<file path="config.mk">
export PLATFORM = sky130hd
export DESIGN_NAME = scan_sel4
export DESIGN_NICKNAME = d
export VERILOG_FILES = /design/src/rtl/scan_sel4.sv
export SDC_FILE = /design/constraint.sdc
export NUM_CORES = 1
export LEC_CHECK = 0
export CAP_MARGIN = 20
export CORE_UTILIZATION = 55
export CTS_CLUSTER_DIAMETER = 80
export DETAILED_ROUTE_END_ITERATION = 6
export PLACE_DENSITY = 0.88
export SLEW_MARGIN = 20
export SYNTH_ARGS = -nofsm -noshare
export SYNTH_HDL_FRONTEND = slang
export SYNTH_SLANG_ARGS = --single-unit
</file>
<file path="constraint.sdc">
create_clock -name clk -period 2.4 [get_ports clk]
set_clock_uncertainty 0.15 [all_clocks]
set_input_delay 0.24 -clock clk [delete_from_list [all_inputs] [get_ports clk]]
set_output_delay 0.24 -clock clk [all_outputs]
set_load 0.01 [all_outputs]
</file>
<file path="src/rtl/scan_sel4.sv">
// scan_sel4 -- select sequencer for a downstream 4:1 mux and its one-hot
// active-low enable word (e.g. 7-segment anodes).
//
// The select advances on a prescaled tick (auto up/down), on a synchronized
// pushbutton rising edge (manual step, always up), or by a direct load.
// Per-edge priority is rst > load > advance.
//
// Build option: define STEP_DEBOUNCE_EN to insert a DEB_CNT-cycle stability
// filter between the step synchronizer and the edge detector. Without it the
// step path is a plain 3-register synchronizer/edge detector and DEB_CNT is
// only range-checked.
//
// The prescaler is a down-counter reloaded with DIV-1. Its terminal count (0)
// is the advance point. "Prescaler cleared" therefore means reloaded.

module scan_sel4 #(
   parameter int DIV     = 50000,
   parameter int DEB_CNT = 16
) (
   input  logic       clk,
   input  logic       rst,
   input  logic       en,
   input  logic [1:0] mode,
   input  logic       step,
   input  logic       load,
   input  logic [1:0] load_val,
   output logic [1:0] s,
   output logic [3:0] an,
   output logic       tick,
   output logic       wrap
);

   localparam logic [1:0]  MODE_HOLD = 2'b00;
   localparam logic [1:0]  MODE_UP   = 2'b01;
   localparam logic [1:0]  MODE_DOWN = 2'b10;
   localparam logic [1:0]  MODE_STEP = 2'b11;
   localparam logic [19:0] PRESC_TOP = 20'(DIV - 1);

   // Reject out-of-range configurations at elaboration.
   if (DIV < 1 || DIV > 1048576) begin : g_bad_div
      $error("scan_sel4: DIV out of range 1..2^20");
   end
   if (DEB_CNT < 1 || DEB_CNT > 255) begin : g_bad_deb
      $error("scan_sel4: DEB_CNT out of range 1..255");
   end

   function automatic logic [3:0] an_of(input logic [1:0] sel);
      return ~(4'b0001 << sel);
   endfunction

   logic        sync1;
   logic        sync2;
   logic        sync3;
   logic        edge_q;
   logic [1:0]  mode_q;
   logic [19:0] presc_rem;

   logic        mode_chg;
   logic        auto_mode;
   logic        presc_tc;
   logic        auto_adv;
   logic        step_adv;
   logic        adv_up;
   logic [1:0]  s_adv;

   // Two-flop synchronizer for the asynchronous pushbutton.
   always_ff @(posedge clk) begin
      if (rst) begin
         sync1 <= 1'b0;
         sync2 <= 1'b0;
      end else begin
         sync1 <= step;
         sync2 <= sync1;
      end
   end

`ifdef STEP_DEBOUNCE_EN
   localparam logic [7:0] DEB_TOP = 8'(DEB_CNT - 1);

   logic       deb_lvl;
   logic [7:0] deb_rem;

   // Debounced level follows sync2 only after DEB_CNT consecutive mismatching
   // cycles; any return to the current level reloads the timer. sync3 holds
   // the previous debounced level so the edge is taken on the filtered signal.
   always_ff @(posedge clk) begin
      if (rst) begin
         deb_lvl <= 1'b0;
         deb_rem <= DEB_TOP;
         sync3   <= 1'b0;
         edge_q  <= 1'b0;
      end else begin
         if (sync2 == deb_lvl) begin
            deb_rem <= DEB_TOP;
         end else if (deb_rem == 8'd0) begin
            deb_lvl <= sync2;
            deb_rem <= DEB_TOP;
         end else begin
            deb_rem <= deb_rem - 8'd1;
         end
         sync3  <= deb_lvl;
         edge_q <= deb_lvl & ~sync3;
      end
   end
`else
   // Third register and registered rising-edge detect; edge_q is acted on one
   // edge later, giving a fixed 3-edge latency from the first high sample.
   always_ff @(posedge clk) begin
      if (rst) begin
         sync3  <= 1'b0;
         edge_q <= 1'b0;
      end else begin
         sync3  <= sync2;
         edge_q <= sync2 & ~sync3;
      end
   end
`endif

   // Advance qualification; a mode change suppresses any advance on that edge.
   always_comb begin
      mode_chg  = (mode != mode_q);
      auto_mode = (mode == MODE_UP) || (mode == MODE_DOWN);
      presc_tc  = (presc_rem == 20'd0);
      auto_adv  = en & auto_mode & ~mode_chg & presc_tc;
      step_adv  = en & (mode == MODE_STEP) & ~mode_chg & edge_q;
      adv_up    = (mode != MODE_DOWN);
      s_adv     = adv_up ? (s + 2'd1) : (s - 2'd1);
   end

   // Previous-cycle mode; tracked through reset so the first edge after
   // release is not mistaken for a mode change.
   always_ff @(posedge clk) begin
      mode_q <= mode;
   end

   // Select, anode word, pulses and prescaler; load beats advance.
   always_ff @(posedge clk) begin
      if (rst) begin
         s         <= 2'd0;
         an        <= 4'b1110;
         tick      <= 1'b0;
         wrap      <= 1'b0;
         presc_rem <= PRESC_TOP;
      end else begin
         tick <= 1'b0;
         wrap <= 1'b0;
         if (load) begin
            s         <= load_val;
            an        <= an_of(load_val);
            tick      <= 1'b1;
            presc_rem <= PRESC_TOP;
         end else begin
            if (mode_chg || !auto_mode || (mode == MODE_HOLD)) begin
               presc_rem <= PRESC_TOP;
            end else if (en) begin
               presc_rem <= presc_tc ? PRESC_TOP : (presc_rem - 20'd1);
            end
            if (auto_adv || step_adv) begin
               s    <= s_adv;
               an   <= an_of(s_adv);
               tick <= 1'b1;
               wrap <= adv_up ? (s == 2'd3) : (s == 2'd0);
            end
         end
      end
   end

endmodule

</file>
# After elaboration in Yosys (flattened, before gate mapping)
# Cells that the tools add are included.
[word_totals]
regBits = 34
input_bits = 9
output_inout_bits = 8
wordCells = 53
[classes]
add_sub_neg = 3
eq_ne = 6
n_shift = 2
mux = 9
n_bitwise = 12
reduce_logical = 11
[ops]
columns = ["cell", "count"]
rows = [
  ["$logic_not A20 Y1", 1],
  ["$mux W20", 1],
  ["$sub A20 B1 Y20 const B", 1],
  ["$mux W4", 2],
  ["$not A4 Y4", 2],
  ["$shl A1 B2 Y4 const A", 2],
  ["$and A1 B1 Y1", 7],
  ["$eq A2 B2 Y1 const B", 3],
  ["$mux W2", 3],
  ["$reduce_or A3 Y1", 2],
  ["$logic_not A2 Y1", 2],
  ["$logic_or A1 B1 Y1", 4],
  ["$mux W1", 3],
  ["$not A1 Y1", 3],
  ["$add A2 B1 Y2 const B", 1],
  ["$eq A2 B1 Y1 const B", 1],
  ["$ne A2 B2 Y1", 1],
  ["$ne A2 B2 Y1 const B", 1],
  ["$reduce_bool A2 Y1", 1],
  ["$sub A2 B1 Y2 const B", 1],
  ["$logic_not A1 Y1", 1],
]

# Longest topological paths before layout
# Gate-level depths: netlist of the first run.
[logic_depth]
word_depth = 8
ltp_mapped = 8
mapped_depth_nobuf = 8

# Least setup slack after synthesis of the first run
# No wires, ideal clock.
[synth_timing]
path_type = "flip-flop to flip-flop"
from = "reg presc_rem[4]"
to = "reg s[0]"
setup_ns = 0.074
arrival_time_ns = 1.963
t_required_ns = 2.176
setup_slack_ns = 0.213
path_stages_with_launch = 6
n_path_buf = 0
synth_period_minus_slack_ns = 2.187
cell_sequence = "dfxtp_1 -> or4_4 -> nor4_4 -> nand4b_4 -> or4_1 -> a31oi_1"
[synth_via]
elab_chain_len = 4
[synth_rtl]
columns = ["item", "line_no", "source"]
rows = [
  ["from (decl)", "56", "logic [19:0] presc_rem;"],
  ["from (signal assigned)", "156", "presc_rem <= presc_tc ? PRESC_TOP : (presc_rem - 20'd1);"],
  ["$logic_not A20 Y1", "123", "presc_tc = (presc_rem == 20'd0);"],
  ["$and A1 B1 Y1", "124", "auto_adv = en & auto_mode & ~mode_chg & presc_tc;"],
  ["$logic_or A1 B1 Y1", "158", "if (auto_adv || step_adv) begin"],
  ["$reduce_bool A2 Y1 (no source line)", "--", ""],
  ["to (signal assigned)", "148", "s <= load_val;"],
  ["to (signal assigned)", "159", "s <= s_adv;"],
  ["to (decl)", "27", "output logic [1:0] s,"],
]
# Every way passes these cells.
# A chain may end at the register's enable or synchronous reset.

# Worst setup path after layout of the first run
[layout_timing]
from = "reg presc_rem[14]"
to = "reg s[0]"
# Same word-level chain as after synthesis.

==> results of run 1 <==
power by group:
group	internal, W	switching (W)
Sequential	0.000576	0.00000953
Combinational	0.0000552	0.0000536
Clock	0.000142	0.000195
cell families (layout without fill, tap and decap cells):
logic type / after synthesis / after routing / share of synthesized area [%]
AO/OA/AOI/OAI: 14 / 14 / 5.19
multiplexers: 5 / 5 / 2.97
XOR/XNOR: 21 / 21 / 10.9
adder cells (fa/ha/maj): 9 / 9 / 6.67
flip-flops: 34 / 34 / 40.3
buffers and inverters: 11 / 38 / 3.48
AND/OR/NAND/NOR: 88 / 88 / 30.5
how the worst min path moves through the flow:
stage | startpoint | to | slack, ns | cells past startpoint
floorplan | mode[0] | mode_q[0]$_DFF_P_ | 0.12 | 0
global placement | sync3$_SDFF_PP0_ | edge_q$_SDFF_PP0_ | 0.23 | 1
detailed placement | sync3$_SDFF_PP0_ | edge_q$_SDFF_PP0_ | 0.24 | 1
CTS | sync3$_SDFF_PP0_ | edge_q$_SDFF_PP0_ | 0.26 | 1
global route | sync3$_SDFF_PP0_ | edge_q$_SDFF_PP0_ | 0.26 | 1
finish | sync3$_SDFF_PP0_ | edge_q$_SDFF_PP0_ | 0.25 | 1
critical path, cell delays in order, from the launching register on:
cell	delay (ns)
dfxtp_1	0.36
or4_4	0.57
nor4_4	0.33
nand4b_4	0.18
or4_1	0.50
a31oi_1	0.17
repair_timing:
item                       4_1_cts  5_1_grt
resized for setup                0        1
setup buffers                    0        0
setup endpoints to repair        0        1
per-layer routing:
layer,GRT usage (%),wire length (um)
met1,23.2,1330
met2,41.4,1740
met3,7.94,148
met4,8.36,79
met5,0,0
cells in the final DEF (no fill, tap or decap), drive strengths merged, types with 7 or more instances in the layout:
cell,synthesis,layout
clkdlybuf4s50,0,16
nor2b,7,7
nand2,23,23
xor2,13,13
xnor2,8,8
clkbuf,3,7
inv,7,7
ha,9,9
nor2,25,25
buf,1,7
dfxtp,34,34
flip-flops by register name (all words and copies together) (netlist names):
signal,cells
sync1,1
sync3,1
tick,1
s,2
sync2,1
mode_q,2
wrap,1
edge_q,1
an,4
presc_rem,20
area by class of cell:
| type | instances | area (sq um) | area share (%) |
|---|---|---|---|
| inverter | 7 | 26.3 | 1.32 |
| sequential | 34 | 681 | 34.3 |
| clock buffer | 7 | 55.1 | 2.78 |
| timing repair buffer | 23 | 225 | 11.4 |
| clock inverter | 1 | 5.00 | 0.252 |
| multi-input combinational | 137 | 952 | 48.0 |
| tap | 31 | 38.8 | 1.96 |
stage by stage:
step,TNS [ns],hold WS (ns)
2_1_floorplan,0,0.118
3_3_place_gp,0,0.227
3_5_place_dp,0,0.242
4_1_cts,0,0.255
5_1_grt,-0.00402,0.263
6_report,0,0.251
==> metrics.yaml, run 1 <==
status: "finished clean"
area_growth_pct: 17.5
drtIter0Drc: 37
power_w: 0.00103
crit_start: "presc_rem[14]$_SDFFE_PP1P_"
die_x_um: 57.4
grt_overflow: 0
end_kind: "flop"
clock_path_buffers: 2
synthTopCellsByArea: "dfxtp_1, xor2_1, ha_1"
synth-seq-cells: 34
wire_per_inst_um: 13.7
ant_nets: 0
design_area_sq_um: 1980
port-buffer-count: 16
detailed_place.area_sq_um: 1920
hold_class: "flop to flop"
grt_pass1_vias: 1342
tightestPinTransition_ns: 0.396
num_rows: 19
synthTopCellsByCount: "dfxtp_1, nor2_1, nand2_1, xor2_1, ha_1"
synth_top_area_share_pct: 40.3
synth.cell_area_sq_um: 1690
synth_top_area_cell: "dfxtp_1"
fmax_mhz: 432
synthFlopType: "dfxtp_1"
crit_path_end: "s[0]$_SDFFE_PP0P_"
place_congestion: 0.806
yosysWarnings: 0
dr.pass1.iters: 4
cts_tree: "yes"
synth_edf_count: 0
grt_max_degree: 17
start_util_pct: 59.7
power_density_nw_per_um2: 520
rr_worst_depth: 5
vias: 1331
drive_gt1_share_pct: 12.9
vdd_drop_max_v: 0.000426
pin_count: 17
startpoint_type: "flop"
synth_most_common_cell: "dfxtp_1"
synth_cell_types: 39
placed_cells_incl_taps: 232
finalHoldViolations: 0
timing.rr.start: "presc_rem[14]$_SDFFE_PP1P_"
ys_seq_area_share_pct: 40.3
slew_violations: 0
nets: 226
antenna_found_initial: 0
clock_latency_ns: 0.34
die_h_um: 57.4
vias_per_cell: 5.55
drt_wl_total_mm: 3.30
grt_pass1_wl_mm: 5.60
period_minus_slack_ns: 2.32
clk_pin_slew_ns: 0.10
route.detailed.drc: 0
period_share_pct: 96.5
crit_required_ns: 2.53
cts_inserted_buffers: 5
die-area_sq_um: 3290
setup_ws_ns: 0.0837
setup_viol: 0
slew_headroom_pct: 73.5
syn_area_per_cell_sq_um: 9.27
syn_inst: 182
power.leakage_nw: 0.812
worstPathMaxFanout: 6
synth_nets: 200
cap_violations: 0
final_core_util_pct: 70.1
fin_cells: 240
ctsHoldBuffers: 0
crit-reg2reg-capture: "s[0]$_SDFFE_PP0P_"
dpl_worst_slack_ns: 0.0156
clock_sinks: 34
fill_cells: 219
async_flop_share_pct: 0
dp_hpwl_mm: 2.46
cts-root-buf: "clkbuf_4"
critical_path_class: "flop to flop"
core_sq_um: 2830
diodes: 0
htreeDepth: 2
rrSetupSlack_ns: 0.08
track_usage_pct: 22.5
arrival_ns: 2.45
Power figures use the tool's default switching activity.
==> inputs of run 2 (changes only) <==
--- a/config.mk
+++ b/config.mk
@@ -8,8 +8,10 @@
 export CAP_MARGIN = 20
 export CORE_UTILIZATION = 55
 export CTS_CLUSTER_DIAMETER = 80
+export CTS_CLUSTER_SIZE = 25
 export DETAILED_ROUTE_END_ITERATION = 6
 export PLACE_DENSITY = 0.88
+export RECOVER_POWER = 50
 export SLEW_MARGIN = 20
 export SYNTH_ARGS = -nofsm -noshare
 export SYNTH_HDL_FRONTEND = slang
==> run 2 against run 1 <==
Cell count unchanged. Critical endpoint unchanged. Power down 0.36%. Via count grew 0.75%.
==> metrics.yaml, run 2 (synthesis results as in run 1) <==
ant_nets: 0
crit_start: "presc_rem[14]$_SDFFE_PP1P_"
fmax_mhz: 428
finalHoldViolations: 0
rr_worst_depth: 5
setup_viol: 0
core_sq_um: 2830
design_area_sq_um: 1980
route.detailed.drc: 0
track_usage_pct: 22.5
clk_pin_slew_ns: 0.10
die-area_sq_um: 3290
layout_commonest_cell: "dfxtp_1"
pin_count: 17
switching_share_pct: 25.1
period_share_pct: 97.4
cts_inserted_buffers: 5
crit_path_end: "s[0]$_SDFFE_PP0P_"
status: "finished clean"
crit_chain: "or4_4 -> nor4_4 -> nand4b_4 -> or4_1 -> a31oi_1"
arrival_ns: 2.47
port-buffer-count: 16
clkPwrFrac_pct: 32.8
clock_sinks: 34
die_x_um: 57.4
wire_per_inst_um: 13.8
p_comb_share_pct: 10.2
largest_register_ffs: 20
vdd_drop_max_v: 0.000423
grt_max_degree: 17
holdWs_ns: 0.251
drt_wl_total_mm: 3.30
end_kind: "flop"
rrSetupSlack_ns: 0.06
drive_gt1_share_pct: 12.9
p_int_w: 0.000770
antenna_found_initial: 0
power_w: 0.00103
cap_violations: 0
grt_overflow: 0
timing.rr.start: "presc_rem[14]$_SDFFE_PP1P_"
start_util_pct: 59.7
dr.pass1.iters: 4
worstPathMaxFanout: 6
critical_path_class: "flop to flop"
area_growth_pct: 17.5
period_minus_slack_ns: 2.34
largestRegisters: "presc_rem (20), an (4)"
die_h_um: 57.4
pwr-share-seq_pct: 57.0
slew_violations: 0
cts_tree: "yes"
clock_latency_ns: 0.34
vias: 1341
max_stage_delay_ns: 0.57
tightestPinTransition_ns: 0.397
crit_slowest_cell: "or4_4"
dp_hpwl_mm: 2.46
cts-root-buf: "clkbuf_4"
num_rows: 19
detailed_place.area_sq_um: 1920
clock_path_buffers: 2
most-common-layout-cells: "dfxtp_1, nor2_1, nand2_1"
startpoint_type: "flop"
grt_pass1_wl_mm: 5.60
p_sw_w: 0.000258
regMostFlops: "presc_rem"
dpl_worst_slack_ns: 0.0156
diodes: 0
crit_required_ns: 2.53
worstHoldStart: "sync3$_SDFF_PP0_"
nets: 226
power_density_nw_per_um2: 518
ctsHoldBuffers: 0
crit-reg2reg-capture: "s[0]$_SDFFE_PP0P_"
power.leakage_nw: 0.818
htreeDepth: 2
slew_headroom_pct: 73.4
place_congestion: 0.806
drtIter0Drc: 37
setup_ws_ns: 0.0615
final_core_util_pct: 70.1
grt_pass1_vias: 1342
vias_per_cell: 5.59
hold_class: "flop to flop"
run 2: changes by cell type in the layout (fill, tap and decap cells not counted), sizes merged:
cell           before  now
clkdlybuf4s50      16    5
dlygate4sd3         0   11
run 2: area by class of cell:
cell class | count | area (sq um)
Inverter | 7 | 26.3
Fill cell | 219 | 846
Sequential cell | 34 | 681
Timing Repair Buffer | 23 | 225
Multi-Input combinational cell | 137 | 952
Clock buffer | 7 | 55.1
Tap cell | 31 | 38.8
Clock inverter | 1 | 5.00
run 2: worst min-delay path by stage:
| stage | to | cells past startpoint |
|---|---|---|
| 3_5_place_dp | edge_q$_SDFF_PP0_ | 1 |
| 2_1_floorplan | mode_q[0]$_DFF_P_ | 0 |
| 6_report | edge_q$_SDFF_PP0_ | 1 |
| 3_3_place_gp | edge_q$_SDFF_PP0_ | 1 |
| 5_1_grt | edge_q$_SDFF_PP0_ | 1 |
| 4_1_cts | edge_q$_SDFF_PP0_ | 1 |
run 2: power by group through the flow:
| stage | Sequential, W | Clock, W | Combinational, W |
|---|---|---|---|
| floorplan | 0.000601 | 0 | 0.0000558 |
| global placement | 0.000598 | 0 | 0.000103 |
| detailed placement | 0.000599 | 0 | 0.000109 |
| CTS | 0.000586 | 0.000341 | 0.000109 |
| global route | 0.000587 | 0.000365 | 0.000118 |
| finish | 0.000585 | 0.000337 | 0.000105 |
run 2: metrics by stage:
step / std cells / TNS [ns]
floorplan: 182 / 0
global placement: 232 / 0
detailed placement: 232 / 0
CTS: 240 / 0
global route: 240 / -0.00402
finish: 240 / 0
run 2: layer usage:
layer  wire (um)  GRT usage, %
met1        1310          23.2
met2        1760          41.4
met3         148          7.94
met4          79          8.36
met5           0             0
run 2: what timing repair did:
item	CTS	global route
setup buffers	0	0
endpoints found under the hold margin	0	0
resized for setup	0	1
endpoints found under the setup margin	0	1
run 2: worst max-delay path, delay by kind of cell, from the launching register on:
| family | cells | cell delay, ns |
|---|---|---|
| AO/OA/AOI/OAI | 1 | 0.18 |
| flip-flops | 1 | 0.36 |
| AND/OR/NAND/NOR | 4 | 1.58 |
==> inputs of run 3 (changes only) <==
--- a/config.mk
+++ b/config.mk
@@ -6,6 +6,7 @@
 export NUM_CORES = 1
 export LEC_CHECK = 0
 export CAP_MARGIN = 20
+export CORE_MARGIN = 1.5
 export CORE_UTILIZATION = 55
 export CTS_CLUSTER_DIAMETER = 80
 export CTS_CLUSTER_SIZE = 25
==> run 3 against run 2 <==
Global-route usage fell by 1.2 points. Register-to-register slack improved by 0.02 ns. Clock power fell by 7.4%. Maximum frequency rose by 0.96%. Via count fell by 1.9%. Worst setup slack improved by 0.022 ns. Cell area fell by 0.32%. Die area rose by 3.5%. Non-clock buffer count rose by 2. Power fell by 2.8%. Combinational power barely moved. Critical path type unchanged. Critical endpoint unchanged. Highest routed layer unchanged.
==> metrics.yaml, run 3 (synthesis results as in run 1) <==
max_stage_delay_ns: 0.59
fmax_mhz: 432
status: "finished clean"
dr.pass1.iters: 4
most-common-layout-cells: "dfxtp_1, nor2_1, nand2_1"
clk_pin_slew_ns: 0.09
worstPathMaxFanout: 5
ctsHoldBuffers: 0
hold_class: "flop to flop"
ant_nets: 0
critical_path_class: "flop to flop"
cap_violations: 0
grt_max_degree: 17
grt_pass1_wl_mm: 5.44
drive_gt1_share_pct: 13.4
setup_viol: 0
end_kind: "flop"
slew_headroom_pct: 59.2
diodes: 0
crit_start: "presc_rem[4]$_SDFFE_PP0P_"
cts_inserted_buffers: 5
cts-root-buf: "clkbuf_4"
nets: 228
clock_sinks: 34
detailed_place.area_sq_um: 1910
hold_depth: 1
track_usage_pct: 21.2
regMostFlops: "presc_rem"
power_w: 0.000999
slew_violations: 0
wire_per_inst_um: 13.6
drtIter0Drc: 70
setup_ws_ns: 0.0837
route.detailed.drc: 0
holdWs_ns: 0.234
tightestPinTransition_ns: 0.612
cts_tree: "yes"
htreeDepth: 2
drt_wl_total_mm: 3.26
worstHoldStart: "sync3$_SDFF_PP0_"
crit_path_frequent_cell: "or4_4"
period_minus_slack_ns: 2.32
timing.rr.start: "presc_rem[4]$_SDFFE_PP0P_"
startpoint_type: "flop"
clock_path_buffers: 2
vdd_drop_max_v: 0.000338
die-area_sq_um: 3410
core_sq_um: 2830
largest_register_ffs: 20
clock_latency_ns: 0.34
period_share_pct: 96.5
pin_count: 17
crit_chain: "or4_4 -> nor4_4 -> nand4b_4 -> or4_4 -> a31oi_1"
num_rows: 19
dp_hpwl_mm: 2.35
power.leakage_nw: 0.813
power_density_nw_per_um2: 505
crit_required_ns: 2.51
die_x_um: 58.4
port-buffer-count: 16
area_growth_pct: 17.1
vias_per_cell: 5.48
finalHoldViolations: 0
die_h_um: 58.4
largestRegisters: "presc_rem (20), an (4)"
crit_slowest_cell: "or4_4"
layout_commonest_cell: "dfxtp_1"
arrival_ns: 2.43
rsz0062_at_grt: "true"
antenna_found_initial: 0
grt_overflow: 0
design_area_sq_um: 1980
vias: 1315
start_util_pct: 59.7
place_congestion: 0.849
grt_pass1_vias: 1322
rr_worst_depth: 5
dpl_worst_slack_ns: 0.0282
run 3: cell types whose count changed in the layout (fill, tap and decap cells not counted), sizes merged:
| cell | change |
|---|---|
| clkinv | -1 |
| buf | +1 |
run 3: worst paths after layout:
path / endpoint / slack [ns]
worst max-delay path: s[0]$_SDFFE_PP0P_ / 0.08
worst min-delay path: edge_q$_SDFF_PP0_ / 0.23
worst max register to register: s[0]$_SDFFE_PP0P_ / 0.08
worst min register to register: edge_q$_SDFF_PP0_ / 0.23
run 3: per-stage QoR:
| step | std cells | util, % | TNS, ns |
|---|---|---|---|
| 4_1_cts | 238 | 69.2 | 0 |
| 6_report | 240 | 69.9 | 0 |
| 3_3_place_gp | 232 | 67.4 | 0 |
| 2_1_floorplan | 182 | - | 0 |
| 5_1_grt | 240 | 69.9 | -0.00386 |
| 3_5_place_dp | 232 | 67.4 | 0 |
run 3: final cells by class:
class	count	area [sq um]
Multi-Input combinational cell	137	956
Fill cell	204	852
Sequential cell	34	681
Timing Repair Buffer	25	224
Clock buffer	6	51.3
Tap cell	31	38.8
Inverter	7	26.3
run 3: timing repair:
action                     CTS  global route
resized for setup            0             2
setup endpoints to repair    0             7
buffers inserted             0             2
run 3: per-layer routing:
metal	routed length [um]	vias to the layer above	GRT usage [%]
met3	174	5	8.35
met1	1400	621	23.7
met5	0	-	0
met4	34	0	11.3
met2	1650	28	34.7
li1	-	661	-
run 3: report_power, final:
group | leakage [nW] | switching, W | internal, W | total, W
sequential | 0.277 | 0.00000915 | 0.000576 | 0.000585
combinational | 0.506 | 0.0000533 | 0.0000490 | 0.000102
clock | 0.0302 | 0.000180 | 0.000132 | 0.000312
run 3: worst max-delay path, delay by kind of cell, from the launching register on:
family / cells / cell delay, ns
AND/OR/NAND/NOR: 4 / 1.58
AO/OA/AOI/OAI: 1 / 0.16
flip-flops: 1 / 0.36
==> edit: new RTL, flow settings as in run 3 <==
The option `STEP_DEBOUNCE_EN` is turned on by a define.
--- a/src/rtl/scan_sel4.sv
+++ b/src/rtl/scan_sel4.sv
@@ -13,4 +13,6 @@
 // The prescaler is a down-counter reloaded with DIV-1. Its terminal count (0)
 // is the advance point. "Prescaler cleared" therefore means reloaded.
+
+`define STEP_DEBOUNCE_EN
 
 module scan_sel4 #(
Behaviour: not the same (a bounded check fails within 10 cycles, from zero or initial values and one cycle with rst high).
==> edit against run 3 <==
Global-route usage is 0.33 points lower; combinational power increased by 5%; total power grew 29%; setup slack gained 0.026 ns; wire length up 17%; largest cell class unchanged; critical path depth is 1 higher; sequential cell count grew 9; largest power group unchanged; design area up 21%; area after synthesis increased by 20%; sequential power increased by 25%; synthesized cell count rose by 24%; utilization is 0.52 points lower; via count increased by 22%.
==> edit: results (changes against run 3) <==
** Setup path
- Data arrival time of the critical path :: 2.30 ns (-0.13 ns)
- Logic depth of the worst register-to-register path :: 6 (+1)
- In this run the critical register-to-register path is launched from presc_rem[3].
- Maximum fanout encountered on the critical timing path :: 6 (+1)
- The slack of the worst reg-to-reg path came to 0.11 ns (+0.03 ns).

** Synth
- The mean instance size in the synthesized netlist is 8.94 sq um (-3.6%).
- Yosys warning total :: 0 (unchanged)
- Sorting the synthesized cells by area gives the leading types as dfxtp_1, xnor2_1, ha_1, nor2_1, nand2_1.
- FFs w/ async S/R, synth :: 0% (unchanged)
- The share of the synthesized area in the top cell type came to 42.6% (+2.3 points).
- Proportion of synthesized area in mux cells :: 2.48% (-0.49 points)
- The arithmetic-cell share of the synthesized area counting full adders, half adders and majority gates is 6.81% (+0.14 points).
- Most instantiated cells after synthesis :: dfxtp_1, nor2_1, nand2_1, xnor2_1, ha_1
- The part of the Yosys area used for sequential elements was 42.6% (+2.3 points).
- The number of unique standard cell types used by synthesis was 37 (-5.1%).
- XOR/XNOR Fraction of Synth Area :: 11.7% (+0.81 points)
- The post-synthesis compound-gate area fraction is 4.58% (-0.61 points).
- Synthesized net count :: 246 (+23%)

** Hold path
- The worst hold path terminates at edge_q.
- Number of stages on the worst hold path :: 1 (unchanged)

** Placement
- The HPWL after detailed placement came to 2880 microns (+22%).
- The weighted congestion at the end of routability-driven global placement is 0.858 (+1.1%).
- Area of placed instances :: 2310 sq um (+21%)
- # placed instances :: 295 (+27%)

** Route
- The met1 layer wirelength in the final routing was 1820 microns (+30%).
- Drt first pass iters :: 4 (unchanged)
- The number of violations reported at the end of detailed-routing iteration 0 was 30 (-57%).
- Routed wl met2 :: 1790 microns (+8.2%)
- Total vias in the final route :: 1604 (+22%)
- Mean routed wirelength per cell :: 12.6 microns (-7.6%)
- WL met3 :: 133 microns (-24%)
- The overall routed net length is 3810 microns (+17%).

** GRT
- The largest net degree at the start of global routing is 18 (+1).
- Wire length of the first global-routing pass :: 6690 microns (+23%)
- Total routing usage reported by global routing :: 20.9% (-0.33 points)
- Vias in the first global route :: 1508 (+14%)

** Power and ir drop
- Logic gate share of total power :: 8.3% (-1.9 points)
- Leak :: 0.896 nW (+10%)
- Sw Share :: 23.9% (-0.33 points)
- The maximum vdd drop is 0.314 mV (-7.2%).
- Power Sequential :: 0.734 mW (+25%)

** Clock tree
- The later-pin clock latency in the skew report was 0.30 ns (-0.04 ns).
- Total setup buffers inserted after CTS :: 0 (unchanged)
- Root buffer cell :: clkbuf_8

** Timing
- The worst relative slew slack is 46.6% (-13 points).
- The worst hold slack across all endpoints was 0.265 ns (+0.0311 ns).

** Final layout
- Regs by FF count :: presc_rem x20, deb_rem x8, an x4
- Share of the core filled with cells :: 69.4% (-0.52 points)
- Final net count :: 276 (+21%)
- Proportion of layout cells with a drive suffix above 1 :: 10.1% (-3.3 points)
- The number of fillers in the final layout was 276 (+35%).

** Status
- Outcome :: completed
==> edit: cell count changes after synthesis, moves of 5 or more <==
cell / before / now
nor2_1: 25 / 34
xnor2_1: 8 / 17
nor3_1: 2 / 10
or3_1: 0 / 5
dfxtp_1: 34 / 43
==> edit: logic make-up after synthesis <==
logic type,Yosys count
mux,5
fa+ha+maj,11
buf+inv,16
simple gates,110
flops,43
compound gates,14
xor+xnor,27
==> edit: how the worst max path moves through the flow <==
stage	cells after the start	from	slack [ns]	endpoint
floorplan	6	presc_rem[3]	0.31	presc_rem[10]
global placement	8	mode[1]	0.006	an[0]
detailed placement	6	mode[0]	-0.08	presc_rem[6]
CTS	5	presc_rem[3]	0.19	an[1]
global route	5	presc_rem[3]	0.02	an[1]
finish	6	presc_rem[3]	0.11	s[0]
==> edit: layout make-up <==
type | instances | area share, %
clock buffers | 6 | 3.04
clock inverters | 2 | 0.524
inverters | 10 | 1.57
multi-input cells | 167 | 45.8
flip-flops and latches | 43 | 36.1
well taps | 46 | 2.41
repair buffers | 29 | 10.6
==> edit: through the flow <==
step           worst slack (ns)  total power [mW]
2_1_floorplan             0.313             0.811
3_3_place_gp            0.00564             0.860
3_5_place_dp            -0.0831             0.862
4_1_cts                   0.191              1.31
5_1_grt                  0.0181              1.34
6_report                  0.110              1.29
==> edit: routing by layer <==
metal	vias up	GRT usage [%]
li1	820	-
met1	747	26.6
met2	29	34.1
met3	8	5.54
met4	0	7.07
met5	-	0
==> edit: critical path: stages, from the launching register on <==
cell      delay, ns
dfxtp_1        0.36
or4_1          0.63
or2_2          0.37
nor2_1         0.21
clkbuf_4       0.18
mux2i_1        0.17
a31oi_1        0.09
